### config.mk
export PLATFORM = sky130hd
export DESIGN_NAME = mem_stage
export DESIGN_NICKNAME = d
export VERILOG_FILES = /design/src/rtl/mem_stage.sv
export SDC_FILE = /design/constraint.sdc
export NUM_CORES = 1
export LEC_CHECK = 0
export ABC_AREA = 1
export CORE_MARGIN = 5
export CORE_UTILIZATION = 50
export CTS_CLUSTER_DIAMETER = 50
export DETAILED_ROUTE_END_ITERATION = 16
export PLACE_DENSITY_LB_ADDON = 0.08
export SYNTH_ARGS = -nofsm -noshare
export SYNTH_HDL_FRONTEND = slang
export SYNTH_SLANG_ARGS = --single-unit
### constraint.sdc
create_clock -name clk -period 5.9 [get_ports clk]
set_clock_uncertainty 0.15 [all_clocks]
set_input_delay 1.18 -clock clk [delete_from_list [all_inputs] [get_ports clk]]
set_output_delay 1.18 -clock clk [all_outputs]
set_load 0.05 [all_outputs]
### src/rtl/mem_stage.sv
// Memory-access stage of the 5-stage RISC-V pipeline. It runs loads and stores
// over a req/ack data bus and freezes the upstream stages while an access is outstanding.
module mem_stage #(
  parameter int unsigned TIMEOUT_CYCLES = 255
) (
  input  logic        clk,
  input  logic        rst,
  input  logic [3:0]  mem_op_i,
  input  logic [31:0] mem_addr_i,
  input  logic [31:0] mem_reg2_i,
  input  logic [4:0]  mem_wd_i,
  input  logic        mem_wreg_i,
  input  logic [31:0] mem_wdata_i,
  output logic [4:0]  mem_wd_o,
  output logic        mem_wreg_o,
  output logic [31:0] mem_wdata_o,
  output logic        dbus_req_o,
  output logic        dbus_we_o,
  output logic [31:0] dbus_addr_o,
  output logic [3:0]  dbus_be_o,
  output logic [31:0] dbus_wdata_o,
  input  logic [31:0] dbus_rdata_i,
  input  logic        dbus_ack_i,
  output logic        stallreq_o,
  output logic        misalign_o,
  output logic        bus_err_o
);

  localparam logic [3:0] OP_LB  = 4'd1;
  localparam logic [3:0] OP_LH  = 4'd2;
  localparam logic [3:0] OP_LW  = 4'd3;
  localparam logic [3:0] OP_LBU = 4'd4;
  localparam logic [3:0] OP_LHU = 4'd5;
  localparam logic [3:0] OP_SB  = 4'd6;
  localparam logic [3:0] OP_SH  = 4'd7;
  localparam logic [3:0] OP_SW  = 4'd8;
  localparam logic [7:0] TMO    = 8'(TIMEOUT_CYCLES);

  typedef enum logic {S_IDLE = 1'b0, S_WAIT = 1'b1} state_t;

  state_t      state_q, state_d;
  logic [7:0]  cnt_q, cnt_d;
  logic [31:0] addr_q, addr_d;
  logic [3:0]  be_q, be_d;
  logic [31:0] wdata_q, wdata_d;
  logic [3:0]  op_q, op_d;
  logic [4:0]  wd_q, wd_d;
  logic        wreg_q, wreg_d;

  logic        in_load, in_store, in_misalign;
  logic [3:0]  in_be;
  logic [31:0] in_bwdata;

  function automatic logic is_load(input logic [3:0] op);
    return (op >= OP_LB) && (op <= OP_LHU);
  endfunction

  function automatic logic is_store(input logic [3:0] op);
    return (op >= OP_SB) && (op <= OP_SW);
  endfunction

  // Picks the addressed byte/half out of the bus word and extends it.
  function automatic logic [31:0] align_load(input logic [3:0] op, input logic [1:0] off,
                                             input logic [31:0] rdata);
    logic [7:0]  b;
    logic [15:0] h;
    case (off)
      2'd0:    b = rdata[7:0];
      2'd1:    b = rdata[15:8];
      2'd2:    b = rdata[23:16];
      default: b = rdata[31:24];
    endcase
    h = off[1] ? rdata[31:16] : rdata[15:0];
    case (op)
      OP_LB:   align_load = {{24{b[7]}}, b};
      OP_LBU:  align_load = {24'b0, b};
      OP_LH:   align_load = {{16{h[15]}}, h};
      OP_LHU:  align_load = {16'b0, h};
      default: align_load = rdata;
    endcase
  endfunction

  always_comb begin
    in_load     = is_load(mem_op_i);
    in_store    = is_store(mem_op_i);
    in_misalign = 1'b0;
    in_be       = 4'hF;
    in_bwdata   = mem_reg2_i;
    case (mem_op_i)
      OP_LH, OP_LHU: in_misalign = mem_addr_i[0];
      OP_LW, OP_SW:  in_misalign = |mem_addr_i[1:0];
      OP_SH: begin
        in_misalign = mem_addr_i[0];
        in_be       = mem_addr_i[1] ? 4'b1100 : 4'b0011;
        in_bwdata   = {2{mem_reg2_i[15:0]}};
      end
      OP_SB: begin
        in_be     = 4'b0001 << mem_addr_i[1:0];
        in_bwdata = {4{mem_reg2_i[7:0]}};
      end
      default: ;
    endcase
  end

  always_comb begin
    state_d      = state_q;
    cnt_d        = cnt_q;
    addr_d       = addr_q;
    be_d         = be_q;
    wdata_d      = wdata_q;
    op_d         = op_q;
    wd_d         = wd_q;
    wreg_d       = wreg_q;
    mem_wd_o     = mem_wd_i;
    mem_wreg_o   = 1'b0;
    mem_wdata_o  = mem_wdata_i;
    dbus_req_o   = 1'b0;
    dbus_we_o    = 1'b0;
    dbus_addr_o  = 32'b0;
    dbus_be_o    = 4'b0;
    dbus_wdata_o = 32'b0;
    stallreq_o   = 1'b0;
    misalign_o   = 1'b0;
    bus_err_o    = 1'b0;

    case (state_q)
      S_IDLE: begin
        if (!(in_load || in_store)) begin
          mem_wreg_o = mem_wreg_i;
        end else if (in_misalign) begin
          misalign_o = 1'b1;
        end else begin
          dbus_req_o   = 1'b1;
          dbus_we_o    = in_store;
          dbus_addr_o  = {mem_addr_i[31:2], 2'b00};
          dbus_be_o    = in_be;
          dbus_wdata_o = in_bwdata;
          addr_d       = mem_addr_i;
          be_d         = in_be;
          wdata_d      = in_bwdata;
          op_d         = mem_op_i;
          wd_d         = mem_wd_i;
          wreg_d       = mem_wreg_i;
          if (dbus_ack_i) begin
            mem_wreg_o  = in_load & mem_wreg_i;
            mem_wdata_o = align_load(mem_op_i, mem_addr_i[1:0], dbus_rdata_i);
          end else begin
            stallreq_o = 1'b1;
            state_d    = S_WAIT;
            cnt_d      = 8'd1;
          end
        end
      end
      default: begin
        // Only the latched request is used here; upstream is frozen but not trusted.
        mem_wd_o     = wd_q;
        mem_wdata_o  = align_load(op_q, addr_q[1:0], dbus_rdata_i);
        dbus_req_o   = 1'b1;
        dbus_we_o    = is_store(op_q);
        dbus_addr_o  = {addr_q[31:2], 2'b00};
        dbus_be_o    = be_q;
        dbus_wdata_o = wdata_q;
        if (dbus_ack_i) begin
          mem_wreg_o = is_load(op_q) & wreg_q;
          state_d    = S_IDLE;
        end else if ((TMO != 8'd0) && (cnt_q == TMO)) begin
          dbus_req_o   = 1'b0;
          dbus_we_o    = 1'b0;
          dbus_addr_o  = 32'b0;
          dbus_be_o    = 4'b0;
          dbus_wdata_o = 32'b0;
          bus_err_o    = 1'b1;
          state_d      = S_IDLE;
        end else begin
          stallreq_o = 1'b1;
          cnt_d      = cnt_q + 8'd1;
        end
      end
    endcase

    if (rst) begin
      mem_wd_o     = 5'b0;
      mem_wreg_o   = 1'b0;
      mem_wdata_o  = 32'b0;
      dbus_req_o   = 1'b0;
      dbus_we_o    = 1'b0;
      dbus_addr_o  = 32'b0;
      dbus_be_o    = 4'b0;
      dbus_wdata_o = 32'b0;
      stallreq_o   = 1'b0;
      misalign_o   = 1'b0;
      bus_err_o    = 1'b0;
    end
  end

  always_ff @(posedge clk) begin
    if (rst) begin
      state_q <= S_IDLE;
      cnt_q   <= 8'b0;
      addr_q  <= 32'b0;
      be_q    <= 4'b0;
      wdata_q <= 32'b0;
      op_q    <= 4'b0;
      wd_q    <= 5'b0;
      wreg_q  <= 1'b0;
    end else begin
      state_q <= state_d;
      cnt_q   <= cnt_d;
      addr_q  <= addr_d;
      be_q    <= be_d;
      wdata_q <= wdata_d;
      op_q    <= op_d;
      wd_q    <= wd_d;
      wreg_q  <= wreg_d;
    end
  end

endmodule

* After elaboration in Yosys (flattened, before gate mapping)
Cells that the tools add are included.
** Cells by class
- Add/subtract/negate cells :: 1
- $lt $le $gt $ge :: 8
- Equal/unequal tests :: 21
- Shift operators :: 1
- Multiplexer cells :: 73
- Bitwise logic cells :: 4
- Reduce and logical (&&, ||, !) cells :: 13
** Operators with widths (number)
- two-way mux 32 bit :: 17
- one-hot mux 32 bit (4 select lines) :: 2
- one-hot mux 32 bit (2 select lines) :: 1
- two-way mux 8 bit :: 6
- one-hot mux 8 bit (3 select lines) :: 2
- two-way mux 1 bit :: 32
- two-way mux 16 bit :: 2
- two-way mux 4 bit :: 7
- == test 4 x 3 -> 1 bit, second input constant :: 6
- == test 4 x 2 -> 1 bit, second input constant :: 3
- two-way mux 5 bit :: 2
- adder 8 x 1 -> 8 bit, second input constant :: 1
- == test 4 x 1 -> 1 bit, second input constant :: 2
- == test 8 bit, second input constant :: 1
- greater-or-equal comparator 4 x 1 -> 1 bit, second input constant :: 2
- greater-or-equal comparator 4 x 3 -> 1 bit, second input constant :: 2
- less-or-equal comparator 4 x 3 -> 1 bit, second input constant :: 2
- less-or-equal comparator 4 bit, second input constant :: 2
- one-hot mux 4 bit (2 select lines) :: 1
- inequality test 2 bit, second input constant :: 3
- AND reduction 5 bit :: 1
- == test 2 x 1 -> 1 bit, second input constant :: 2
- == test 2 bit, second input constant :: 2
- == test 4 bit, second input constant :: 1
- other kinds (12) :: 19
** Storage, ports and cells
- Flip-flop bits (word level) :: 87
- Output and inout bits :: 111
- Word-level logic and storage cells :: 129

* Longest topological paths before layout
Gate-level depths: netlist of the first run.
- Depth in word-level cells :: 8
- Mapped depth :: 13

* Least setup slack after synthesis of the first run
Ideal clock, no wire load.
- Kind :: input to output
- From :: in mem_addr_i[1]
- To :: out dbus_addr_o[25]
- Arrival :: 3381 ps
- Data required time :: 4570 ps
- Setup slack :: 1189 ps
- Cell stages on the path :: 10
- Buffers on the path :: 3
- Path through :: buf_2 nor2_2 inv_1 nand2_1 nand3_2 buf_6 nand2_4 nand2_4 buf_2 nor3_1
** On the way
- Cells in the longest elaborated chain, start to end :: 6
** Ends and longest elaborated chain
- start: declaration :: RTL line 9 : input logic [31:0] mem_addr_i,
- OR reduction 2 bit :: RTL line 91 : OP_LW, OP_SW: in_misalign = |mem_addr_i[1:0];
- one-hot mux 1 bit (2 select lines) :: RTL line 89 : case (mem_op_i)
- two-way mux 32 bit :: RTL line 130 : end else if (in_misalign) begin
- two-way mux 32 bit :: RTL line 128 : if (!(in_load || in_store)) begin
- two-way mux 32 bit :: RTL line 126 : case (state_q)
- two-way mux 32 bit :: RTL line 181 : if (rst) begin
- end: declaration :: RTL line 19 : output logic [31:0] dbus_addr_o,
Every way passes these cells.

* Worst setup path after layout of the first run
- From :: in mem_addr_i[1]
- To :: out mem_wdata_o[29]
** On the way
- Cells in the longest elaborated chain, start to end :: 8
** Ends and longest elaborated chain
- == test 2 bit (tied with other cells) :: RTL line 67 : case (off)
- one-hot mux 8 bit (3 select lines) :: RTL line 67
- one-hot mux 32 bit (4 select lines) :: RTL line 74 : case (op)
- two-way mux 32 bit :: RTL line 144 : if (dbus_ack_i) begin
- two-way mux 32 bit (*) :: RTL line 130
- two-way mux 32 bit (*) :: RTL line 128
- two-way mux 32 bit (*) :: RTL line 126
- two-way mux 32 bit (*) :: RTL line 181
- end: declaration :: RTL line 16 : output logic [31:0] mem_wdata_o,
Every way passes the cells marked *; elsewhere a longest branch is shown, timed or not.

==> reports/results.ini, run 1 <==
[outcome]
status=finished clean

[synthesis]
synth_area_leaders=dfxtp_1 (24%), nand2_1 (17%), nor2_1 (11%)
synth_edf_count=0
ys.flop_type=dfxtp_1
yosysUniqueCellTypes=35
synthArstFlopShare=0
yosysMostFrequentCell=nand2_1
yosysWarnings=0
syn_avg_cell_area_um2=5.51
yosysSeqAreaShare=0.238
syn_area_mm2=0.00731
ys_seq_elements=87
synth_top_area_cell=dfxtp_1
synth_top_area_frac=0.238
synth_common_cells=nand2_1 (337), nor2_1 (212), a21oi_1 (148)
syn_inst=1327

[cts]
cts_resized=0
clk_latency_ns=0.34
cts_root_buffer=clkbuf_16
cts_num_sinks=87
hold_buffers=0
cts_tree=yes
clockBufferDepth=2
clkTransAtPathRegs_ns=0.06
htree_levels=3
post-cts-setup-buffer-count=0
cts_buffers=9

[setup_path]
path_buf_inv=4
cpPeakStageDelay_ns=0.60
crit-reg2reg-launch=state_q
critical-path-top-delay-family=buffers and inverters
r2r_setup_slack_ns=2.38
cp.required_ns=4.57
critPathMaxFanout=34
path_cells=clkdlybuf4s50_1 -> buf_4 -> inv_2 -> nand2_1 -> o21ai_1 -> nand2_1 -> nand3_2 -> nand3_1 -> nand3_1 -> a21oi_1 -> buf_12
crit_path_end_kind=output port
cp-start-kind=input port
r2r-end=be_q[3]
critPathArrivalTime_ns=4.06
slowest_stage=nand3_1
rr_worst_depth=7
crit_cells=11
critical_path_class=in2out

[sta]
post-route-period-util=0.914
slew_headroom=0.407
worst_pin_slew_ns=0.884
setup_viol=0
holdWs_ns=0.298
slew_violations=0
hold_viol=0
fin_setup_tns_ns=0
rsz0062_at_grt=false
fin_crit_ns=5.39
fmax_mhz=185

[cells_and_area]
final_nets=1652
drive_gt1_frac=0.113
diodes=0
area_growth_pct=50.5

[detailed_routing]
antenna_left=0
vias=9787
first_pass_iters=7
initialDrtViolationCount=1220
drc=0
drt_wl_total_mm=29.5
wl_per_cell_um=17.4
viasPerCell=5.76

[placed_design]
place_congestion=0.970
hpwlAfterDp_mm=20.9
io_buffers=249

[floorplan]
die_h_um=131
num_rows=44
initial_core_util=0.507
pin_count=252
dieArea_mm2=0.0171
die_width_um=131
core_area_mm2=0.0144

[power_and_ir_drop]
leakage_nw=4.86
p_per_area_mw_per_mm2=225
ir_worst_vdd_uv=238

[global_route]
grt_pass1_wl_mm=46.7
grt_max_degree=57
antenna_found_initial=0
first_global_vias=9384
overflow=0
track_usage=0.336

[min_path]
hold_end=wdata_q[12]
hold_depth=2
worstHoldStart=wdata_q[12]
hold_class=reg2reg

[job]
maxCapViolCount=0

## layer usage
layer | global-route usage | share of wire | vias to the layer above
met5 | 0 | 0 | -
met4 | 0.186 | 0.058 | 0
met3 | 0.0724 | 0.10 | 115
met2 | 0.550 | 0.46 | 600
met1 | 0.410 | 0.38 | 4394
li1 | - | - | 4678
## worst min-delay path, delay by kind of cell, from the launching register on
family	cells	cell delay, ns
buffers and inverters	1	0.04
AOI/OAI and AO/OA	1	0.05
DFF	1	0.31
## cells in the final DEF (no fill, tap or decap), types with 46 or more instances in the layout
cell / instances
buf_12: 101
a21oi_1: 148
nand3_1: 123
dfxtp_1: 86
nor2_1: 212
inv_1: 95
clkdlybuf4s50_1: 147
nor3_1: 46
nand2_1: 337
o21ai_0: 97
## report_power, final
part           total, mW  switching, mW  internal, mW
Sequential         0.677         0.0368         0.640
Clock              0.571          0.234         0.336
Combinational       1.23          0.742         0.487
## through the flow
| step | utilization | instance area [um2] | std cells | total power [mW] | worst slack (ns) |
|---|---|---|---|---|---|
| 6_report | 0.763 | 11000 | 1698 | 2.48 | 0.507 |
| 5_1_grt | 0.763 | 11000 | 1698 | 2.59 | 0.308 |
| 4_1_cts | 0.763 | 11000 | 1698 | 2.46 | 0.599 |
| 3_5_place_dp | 0.743 | 10700 | 1683 | 1.90 | 0.617 |
| 3_3_place_gp | 0.743 | 10700 | 1683 | 1.88 | 0.668 |
| 2_1_floorplan | - | 7320 | 1328 | 1.37 | 1.19 |
## state kept, by name (all words and copies together) (netlist names)
name and cells:
addr_q 32, wdata_q 32, cnt_q 8, wd_q 5
be_q 4, op_q 4, state_q 1, wreg_q 1
## cell families (layout without fill, tap and decap cells)
kind of cell,Yosys count,in the layout,share of synthesized area
AO/OA/AOI/OAI,281,281,0.203
multiplexers,3,3,0.00411
AND/OR/NAND/NOR,753,753,0.434
flip-flops,87,87,0.238
buffers and inverters,197,383,0.114
XOR/XNOR,4,4,0.00479
adder cells (fa/ha/maj),1,1,0.00171
other,1,2,0.000513
## layout make-up
type                            instances  area (um2)
Multi-Input combinational cell       1044        4740
Timing Repair Buffer                  264        3610
Fill cell                            1121        3410
Sequential cell                        87        1750
Inverter                              104         392
Clock buffer                           11         243
Tap cell                              184         230
Clock inverter                          4        47.5
## how the worst max path moves through the flow
stage | startpoint | to
after floorplan | mem_addr_i[1] | dbus_addr_o[25]
after global placement | mem_op_i[0] | mem_wdata_o[9]
after detailed placement | mem_addr_i[1] | mem_wdata_o[29]
after CTS | mem_op_i[0] | dbus_addr_o[2]
after global routing | mem_op_i[0] | mem_wdata_o[16]
final | mem_addr_i[1] | mem_wdata_o[29]
Power figures use the tool's default switching activity.
==> run 2, diff against run 1 <==
--- a/config.mk
+++ b/config.mk
@@ -8,9 +8,9 @@
 export ABC_AREA = 1
 export CORE_MARGIN = 5
 export CORE_UTILIZATION = 50
-export CTS_CLUSTER_DIAMETER = 50
+export CTS_CLUSTER_DIAMETER = 40
 export DETAILED_ROUTE_END_ITERATION = 16
-export PLACE_DENSITY_LB_ADDON = 0.08
+export PLACE_DENSITY_LB_ADDON = 0.1
 export SYNTH_ARGS = -nofsm -noshare
 export SYNTH_HDL_FRONTEND = slang
 export SYNTH_SLANG_ARGS = --single-unit
==> run 2 against run 1 <==
Compared with the run above: critical path depth did not move; worst setup slack improved by 0.011 ns; via count fell by 0.26%; largest cell class unchanged; largest power group unchanged.
==> reports/results.ini, run 2 (synthesized netlist as in run 1, its figures left out) <==
[setup_path]
slowest_stage=clkdlybuf4s50_1  ; was nand3_1
path_cells=clkdlybuf4s50_1 -> nor2_2 -> nand3_1 -> nand2_1 -> nand2_1 -> nand3_2 -> nand2_4 -> nand2_4 -> buf_4 -> nor3_1 -> buf_12  ; was clkdlybuf4s50_1 -> buf_4 -> inv_2 -> nand2_1 -> o21ai_1 -> nand2_1 -> nand3_2 -> nand3_1 -> nand3_1 -> a21oi_1 -> buf_12
path_buf_inv=3  ; was 4
cp-start-kind=input port  ; unchanged
r2r_setup_slack_ns=2.78  ; was 2.38 ns
r2r-end=addr_q[23]  ; was be_q[3]
critPathLaunch=mem_op_i[0]  ; was mem_addr_i[1]
critical-path-top-delay-family=simple AND/OR/NAND/NOR gates  ; was buffers and inverters
crit_path_end=dbus_addr_o[24]  ; was mem_wdata_o[29]
crit-reg2reg-launch=state_q  ; unchanged
critical_path_class=in2out  ; unchanged
critPathArrivalTime_ns=4.05  ; was 4.06 ns
crit_cells=11  ; unchanged
critPathMaxFanout=31  ; was 34
crit_path_end_kind=output port  ; unchanged
cpPeakStageDelay_ns=0.73  ; was 0.60 ns
cp.required_ns=4.57  ; about the same
rr_worst_depth=6  ; was 7

[detailed_routing]
viasPerCell=5.74  ; was 5.76
antenna_left=0  ; unchanged
drt_wl_total_mm=28.8  ; was 29.5 mm
vias=9762  ; was 9,787
drc=0  ; unchanged
first_pass_iters=5  ; was 7
initialDrtViolationCount=1073  ; was 1,220
wl_per_cell_um=16.9  ; was 17.4 um

[sta]
setup_slack_ns=0.519  ; was 0.507 ns
holdWs_ns=0.296  ; was 0.298 ns
rsz0062_at_grt=false  ; unchanged
fmax_mhz=186  ; was 185 MHz
worst_pin_slew_ns=0.983  ; was 0.884 ns
slew_violations=0  ; unchanged
post-route-period-util=0.912  ; was 0.914
fin_setup_tns_ns=0  ; unchanged
hold_viol=0  ; unchanged
fin_crit_ns=5.38  ; was 5.39 ns
slew_headroom=0.345  ; was 0.407
setup_viol=0  ; unchanged

[floorplan]
core_area_mm2=0.0144  ; unchanged
die_width_um=131  ; unchanged
num_rows=44  ; unchanged
initial_core_util=0.507  ; unchanged
pin_count=252  ; unchanged
die_h_um=131  ; unchanged
dieArea_mm2=0.0171  ; unchanged

[placed_design]
io_buffers=249  ; unchanged
pre_cts_slack_ns=0.601  ; was 0.617 ns
place_congestion=0.987  ; was 0.970
postPlaceCellArea_mm2=0.0107  ; about the same
hpwlAfterDp_mm=20.3  ; was 20.9 mm
dpl.cell_count=1686  ; was 1,683

[power_and_ir_drop]
swShare=0.405  ; was 0.409
power.switching_mw=1.02  ; was 1.01 mW
clock_power_share=0.248  ; was 0.230
p_per_area_mw_per_mm2=228  ; was 225 mW/mm2
p_total_mw=2.52  ; was 2.48 mW
power.share.sequential=0.267  ; was 0.273
ir_worst_vdd_uv=167  ; was 238 uV
p_int_mw=1.50  ; was 1.46 mW
leakage_nw=4.89  ; was 4.86 nW
combinationalPowerShare=0.485  ; was 0.496

[outcome]
status=finished clean  ; unchanged

[cts]
htree_levels=3  ; unchanged
cts_resized=0  ; unchanged
clkTransAtPathRegs_ns=0.07  ; was 0.06 ns
cts_root_buffer=clkbuf_16  ; unchanged
clk_latency_ns=0.35  ; was 0.34 ns
post-cts-setup-buffer-count=0  ; unchanged
cts_buffers=9  ; unchanged
hold_buffers=0  ; unchanged
cts_tree=yes  ; unchanged
clockBufferDepth=2  ; unchanged
cts_num_sinks=87  ; unchanged

[global_route]
first_global_vias=9302  ; was 9,384
grt_max_degree=85  ; was 57
overflow=0  ; unchanged
antenna_found_initial=0  ; unchanged
grt_pass1_wl_mm=45.3  ; was 46.7 mm
track_usage=0.325  ; was 0.336

[cells_and_area]
top_regs=addr_q: 32 flops, wdata_q: 32 flops, cnt_q: 8 flops  ; unchanged
final_common_cell=nand2_1  ; unchanged
utilization=0.766  ; was 0.763
area_growth_pct=51.1  ; was 50.5%
final_nets=1655  ; was 1,652
fill_cells=1178  ; was 1,121
diodes=0  ; unchanged
drive_gt1_frac=0.117  ; was 0.113
mostFrequentLayoutCells=nand2_1 (337), nor2_1 (212), a21oi_1 (148), clkdlybuf4s50_1 (146), nand3_1 (123)  ; was nand2_1 (337), nor2_1 (212), a21oi_1 (148), clkdlybuf4s50_1 (147), nand3_1 (123)
fin_area_mm2=0.0110  ; about the same
finalNonFillerCells=1702  ; was 1,698

[job]
maxCapViolCount=0  ; unchanged

[min_path]
hold_depth=2  ; unchanged
hold_class=reg2reg  ; unchanged

==> run 2: cell count changes in the layout (fill, tap and decap cells not counted), sizes merged <==
cell,before,now
buf,117,121
bufinv,1,2
clkbuf,11,9
clkdlybuf4s50,147,146
inv,102,104
==> run 2: worst min-delay path by stage <==
stage / slack (ns) / start / endpoint
after floorplan: 0.27 / wdata_q[10] / wdata_q[10]
after global placement: 0.28 / wdata_q[10] / wdata_q[10]
after detailed placement: 0.29 / wdata_q[13] / wdata_q[13]
after CTS: 0.30 / wdata_q[29] / wdata_q[29]
after global routing: 0.31 / wdata_q[22] / wdata_q[22]
final: 0.30 / wdata_q[29] / wdata_q[29]
==> run 2: layer usage <==
metal	wire, um	track usage	up-vias
met2	13600	0.542	553
met1	10800	0.387	4414
li1	-	-	4694
met5	0	0	-
met3	2930	0.0756	101
met4	1480	0.172	0
==> run 2: power by group through the flow <==
stage | Sequential (mW) | Clock [mW] | Combinational, mW
global route | 0.678 | 0.652 | 1.31
detailed placement | 0.684 | 0 | 1.21
finish | 0.673 | 0.624 | 1.22
global placement | 0.682 | 0 | 1.20
CTS | 0.672 | 0.629 | 1.22
floorplan | 0.673 | 0 | 0.702
==> run 2: area by class of cell <==
cell class | count | area (um2) | area share
sequential | 87 | 1750 | 0.158
clock buffer | 9 | 225 | 0.0204
tap | 184 | 230 | 0.0208
multi-input combinational | 1044 | 4740 | 0.429
clock inverter | 7 | 95.1 | 0.00861
timing repair buffer | 267 | 3620 | 0.328
inverter | 104 | 392 | 0.0355
==> run 2: worst min-delay path: cells and delay by family (launching register included) <==
family | cells | cell delay [ns]
AO/OA/AOI/OAI | 1 | 0.05
buffers and inverters | 1 | 0.04
flip-flops | 1 | 0.31
